[src/rtl/rx_comma_align.sv]
// K28.5 word aligner: finds the comma at any of 10 bit offsets, barrel-shifts
// the deserialized stream onto symbol boundaries and tracks lock with hysteresis.
module rx_comma_align #(
  parameter logic [9:0]  COMMA_POS = 10'b0011111010,
  parameter logic [9:0]  COMMA_NEG = 10'b1100000101,
  parameter int unsigned LOCK_CNT  = 4,
  parameter int unsigned LOSS_CNT  = 4
) (
  input  logic       RXCLK,
  input  logic       RESET_L,
  input  logic [9:0] data_in,
  input  logic       valid_in,
  input  logic       en_align,
  output logic [9:0] data_out,
  output logic       valid_out,
  output logic       is_comma,
  output logic       sync,
  output logic [3:0] align_ofs,
  output logic       realign
);

  typedef enum logic [1:0] {
    ST_LOS  = 2'd0,
    ST_ACQ  = 2'd1,
    ST_SYNC = 2'd2
  } state_e;

  localparam logic [3:0] LOCK_W = 4'(LOCK_CNT);
  localparam logic [3:0] LOSS_W = 4'(LOSS_CNT);

  state_e     state_q, state_d;
  logic [3:0] lock_q, lock_d;
  logic [3:0] err_q, err_d;
  logic [3:0] ofs_q, ofs_d;
  logic       realign_q, realign_d;
  logic [9:0] prev_q;
  logic [9:0] dout_q;
  logic       vout_q;
  logic       comma_q;
  logic       sync_q, sync_d;

  logic [19:0] win;
  logic [9:0]  hit;
  logic [3:0]  hit_k;
  logic        any_hit;
  logic        hit_al;
  logic        hit_mis;
  logic [3:0]  lock_inc;
  logic [3:0]  err_inc;
  logic [9:0]  sel;
  logic        sel_comma;

  assign win = {data_in, prev_q};

  // Descending scan so the lowest hitting offset wins.
  always_comb begin
    hit   = '0;
    hit_k = '0;
    for (int k = 9; k >= 0; k--) begin
      hit[k] = (win[k +: 10] == COMMA_POS) ||
               (win[k +: 10] == COMMA_NEG);
      if (hit[k]) hit_k = 4'(k);
    end
  end

  assign any_hit  = |hit;
  assign hit_al   = |(hit & (10'b1 << ofs_q));
  assign hit_mis  = any_hit & ~hit_al;
  assign lock_inc = (lock_q == 4'hF) ? lock_q : lock_q + 4'd1;
  assign err_inc  = (err_q == 4'hF) ? err_q : err_q + 4'd1;

  always_ff @(posedge RXCLK or negedge RESET_L) begin
    if (!RESET_L) begin
      state_q   <= ST_LOS;
      lock_q    <= '0;
      err_q     <= '0;
      ofs_q     <= '0;
      realign_q <= 1'b0;
    end else begin
      state_q   <= state_d;
      lock_q    <= lock_d;
      err_q     <= err_d;
      ofs_q     <= ofs_d;
      realign_q <= realign_d;
    end
  end

  always_comb begin
    state_d   = state_q;
    lock_d    = lock_q;
    err_d     = err_q;
    ofs_d     = ofs_q;
    realign_d = 1'b0;
    if (valid_in) begin
      unique case (state_q)
        ST_LOS: begin
          if (hit_al) begin
            state_d = ST_ACQ;
            lock_d  = 4'd1;
          end else if (hit_mis && en_align) begin
            ofs_d     = hit_k;
            realign_d = 1'b1;
            state_d   = ST_ACQ;
            lock_d    = 4'd1;
          end
        end
        ST_ACQ: begin
          if (hit_al) begin
            lock_d = lock_inc;
            if (lock_inc >= LOCK_W) begin
              state_d = ST_SYNC;
              err_d   = '0;
            end
          end else if (hit_mis && en_align) begin
            ofs_d     = hit_k;
            realign_d = 1'b1;
            lock_d    = 4'd1;
          end
        end
        ST_SYNC: begin
          if (hit_al) begin
            err_d = '0;
          end else if (hit_mis) begin
            err_d = err_inc;
            if (err_inc >= LOSS_W) begin
              state_d = ST_LOS;
              lock_d  = '0;
              err_d   = '0;
            end
          end
        end
        default: state_d = ST_LOS;
      endcase
    end
  end

  // Select with the next offset so a realigning comma is already aligned.
  always_comb begin
    sel = win[9:0];
    for (int k = 0; k < 10; k++) begin
      if (ofs_d == 4'(k)) sel = win[k +: 10];
    end
    sel_comma = (sel == COMMA_POS) || (sel == COMMA_NEG);
    sync_d    = (state_d == ST_SYNC);
  end

  always_ff @(posedge RXCLK or negedge RESET_L) begin
    if (!RESET_L) begin
      prev_q  <= '0;
      dout_q  <= '0;
      vout_q  <= 1'b0;
      comma_q <= 1'b0;
      sync_q  <= 1'b0;
    end else begin
      vout_q <= valid_in;
      sync_q <= sync_d;
      if (valid_in) begin
        prev_q  <= data_in;
        dout_q  <= sel;
        comma_q <= sel_comma;
      end
    end
  end

  assign data_out  = dout_q;
  assign valid_out = vout_q;
  assign is_comma  = comma_q;
  assign sync      = sync_q;
  assign align_ofs = ofs_q;
  assign realign   = realign_q;

endmodule

[config.mk]
export PLATFORM = sky130hd
export DESIGN_NAME = rx_comma_align
export DESIGN_NICKNAME = d
export VERILOG_FILES = /design/src/rtl/rx_comma_align.sv
export SDC_FILE = /design/constraint.sdc
export NUM_CORES = 1
export LEC_CHECK = 0
export BUFFER_PORTS_ARGS = -buffer_cell sky130_fd_sc_hd__buf_2
export CAP_MARGIN = 20
export CORE_MARGIN = 4
export CORE_UTILIZATION = 33
export CTS_CLUSTER_SIZE = 24
export DETAILED_ROUTE_END_ITERATION = 12
export PLACE_DENSITY_LB_ADDON = 0.05
export SLEW_MARGIN = 0
export SYNTH_ARGS = -nofsm -noshare
export SYNTH_HDL_FRONTEND = slang
export SYNTH_SLANG_ARGS = --single-unit
[constraint.sdc]
create_clock -name RXCLK -period 7.2 [get_ports RXCLK]
set_clock_uncertainty 0.2 [all_clocks]
set_input_delay 1.08 -clock RXCLK [delete_from_list [all_inputs] [get_ports RXCLK]]
set_output_delay 1.08 -clock RXCLK [all_outputs]
set_load 0.02 [all_outputs]
==> metrics.txt <==
CTS tree=built; Max-slew headroom=between 30 and 40%; RePlAce Congestion=0.893; DRC Markers=0; number of flops mapped to enable cells by yosys=0; Chip Width=approximately 110 um; #FFs+latches synth=38; crit-path leading delay family=simple AND/OR/NAND/NOR gates; max-slew violations=0; Routed Antenna Nets=0; Setup CP Type=input pin to flip-flop; Startpoint Class=input pin; slowest cell delay on critical path=between 0.9 and 1 ns; Initial Util=34.4%; DRT Pass-1 Iters=5; sequential power share=roughly 33%; Sink Count=38; All-Layer GR Usage=between 10% and 20%; number of CTS-inserted buffers=5; Cell Chain, Critical Path=buf_2 -> or4b_1 -> or4b_1 -> and2_4 -> and4_1 -> nand4_1 -> nor3b_4 -> mux2i_1 -> or2_2 -> a221oi_1 -> a221oi_2 -> nand3_1 -> or4_1 -> o211ai_1; Peak VDD IR=0.125 mV; final setup fails=0; first-pass GRT wire length=about 19000 um; clock network power share=24.9%; share of layout cells above drive strength 1=around a fifth; area of the die=about 13000 sq um; Fin. Hold Viols=0; Longest Clk Path Bufs=2; Seq/Total Area, Yosys=26.4%; Synth Cell Area=roughly 3600 sq um; ys flop type=dfrtp_1; root buf cell=clkbuf_8; pin count of the biggest net entering global routing=39; CP arrival=approximately 5.9 ns; fmax=between 0.15 and 0.2 GHz; final net count=about 460; cell-internal power=approximately 0.00056 W; Reg clk slew, reported paths=~0.08 ns; initial antenna violation count=0; number of max-cap violations=0; worst hold margin=around 0.30 ns; Crit path buffers/inverters=1; worst-margin pin slew=just over 1 ns; PD cells=between 200 and 250 nW/um^2; Layout Utilization=roughly 38%; Crit-path slowest cell=mux2i_1; Worst EP required=about 7.2 ns; synth warn=0; Port-buffer cells=31; DIE HEIGHT=112 um; Unique masters post-synth=74; Synth Net Count=447; most used cell, CP=or4b_1; Post-CTS Setup Inserts=0; cell leakage power=approximately 1.6 nW; Worst setup EP type=flip-flop; Min-Delay Path Class=flip-flop to flip-flop; vias in the first global route=approximately 3400; setup ws final=between 1 and 1.5 ns; Final period util=81.8%; worst slack, placed=1.03 ns; Post-CTS Resized=0; Comb power frac=42.5%; HPWL Detailed=8680 um; # IOs=32; DR vias/cell=roughly 6.2; DR iter-0 viols=between 300 and 400; Max H-tree Level=2; WL per Instance=between 20 and 25 um; fraction of registers with async set/reset=between 90% and 100%; RSZ-0062 raised after global routing=no; Sw Pwr=about 0.00038 W; core area=10500 sq um; hold buffers post-CTS=0; Critical Path Fanout Max=17; switching part of the total=between 40% and 50%; total chip power=between 0.0009 and 0.001 W; Avg Cell Area, Syn=~8.4 sq um; GRT Residual Overflow=0; Cells after Synth=approximately 430; clk_lat worst skew=about 0.31 ns; antenna cells=0; setup TNS=0 ns; status=finished, final reports clean; Final Critical Period=between 5 and 6 ns; Syn-to-layout area delta=9.77%; routed vias=approximately 3600; WL final=12200 um; Rows=37
==> final timing paths <==
kind / startpoint / endpoint / slack [ns] / cells past startpoint
worst min register to register: err_q[3] / err_q[3] / 0.30 / 1
worst max-delay path: data_in[0] / is_comma / 1.31 / 14
worst min-delay path: err_q[3] / err_q[3] / 0.30 / 1
max in group asynchronous: RESET_L / lock_q[0] / 5.54 / 1
min in group asynchronous: RESET_L / prev_q[9] / 0.70 / 1
worst max register to register: prev_q[8] / is_comma / 1.47 / 13
==> final cells by class <==
type                       instances  area (sq um)
clock inverter                     2          60.1
inverter                          15          56.3
tap                              136           170
clock buffer                       6          82.6
sequential                        38           951
timing repair buffer              33           170
multi-input combinational        346          2460
fill                            1095          6510
==> cell usage in the layout (no fill, tap or decap), drive strengths merged, types with 3 or more instances in the layout <==
cell,netlist,layout
ha,6,6
a211o,3,3
clkbuf,20,6
nand4,14,14
or4,3,3
dfrtp,38,38
a21o,3,3
o21ai,13,13
or4b,4,4
inv,15,15
and4b,4,4
buf,8,33
nand3,9,9
a211oi,7,7
mux2i,19,19
o211ai,5,5
a21oi,33,33
o22ai,7,7
a31oi,4,4
a22oi,5,5
a222oi,4,4
nor2,37,37
nor2b,7,7
and3b,3,3
or2,6,6
mux2,26,26
o21a,3,3
o21bai,3,3
nand2b,11,11
and4,3,3
nor3,5,5
nor4bb,7,7
and2,8,8
nand2,36,36
a41oi,3,3
o2111ai,3,3
a221oi,6,6
or3b,3,3
nor4,6,6
==> power by group through the flow <==
stage	Combinational, W	Sequential, W	Clock (W)
2_1_floorplan	0.000248	0.000323	0
3_3_place_gp	0.000393	0.000306	0
3_5_place_dp	0.000393	0.000306	0
4_1_cts	0.000395	0.000303	0.000240
5_1_grt	0.000432	0.000311	0.000249
6_report	0.000395	0.000303	0.000232
==> flip-flops by register name, summed over array words and instances (netlist names) <==
register and cells:
state_q 2, prev_q 10, lock_q 4, align_ofs 4, err_q 4, data_out 10
realign 1, sync 1, is_comma 1, valid_out 1
==> synthesized netlist by cell type (7+ instances only) <==
library cell / number / area [sq um]
mux2i_1: 16 / 160
dfrtp_1: 38 / 951
inv_1: 15 / 56.3
o22ai_1: 7 / 43.8
nor2_1: 37 / 139
nor4bb_1: 7 / 70.1
clkbuf_1: 20 / 75.1
mux2_2: 24 / 270
nor2b_1: 7 / 43.8
a21oi_1: 33 / 165
nand2_1: 36 / 135
o21ai_0: 11 / 55.1
nand2b_1: 11 / 68.8
nand3_1: 9 / 45.0
nand4_1: 14 / 87.6
==> per-stage QoR <==
stage / instance area (sq um) / cells
after global routing: 3950 / 576
final: 3950 / 576
after floorplan: 3600 / 427
after global placement: 3810 / 568
after CTS: 3950 / 576
after detailed placement: 3810 / 568
==> metal layers <==
metal	GRT usage (%)	wire length, um
met3	3.45	769
met2	29.0	5410
met5	0	0
met1	27.2	5750
met4	6.25	240
==> logic make-up after synthesis <==
group	Yosys count	share of synthesized area, %
DFF	38	26.4
and+or+nand+nor	177	28.5
AOI/OAI and AO/OA	117	23.1
buffers and inverters	43	5.22
muxes	46	14.7
adders and majority gates	6	2.09
Note: power is estimated with default switching activity, not from simulation.
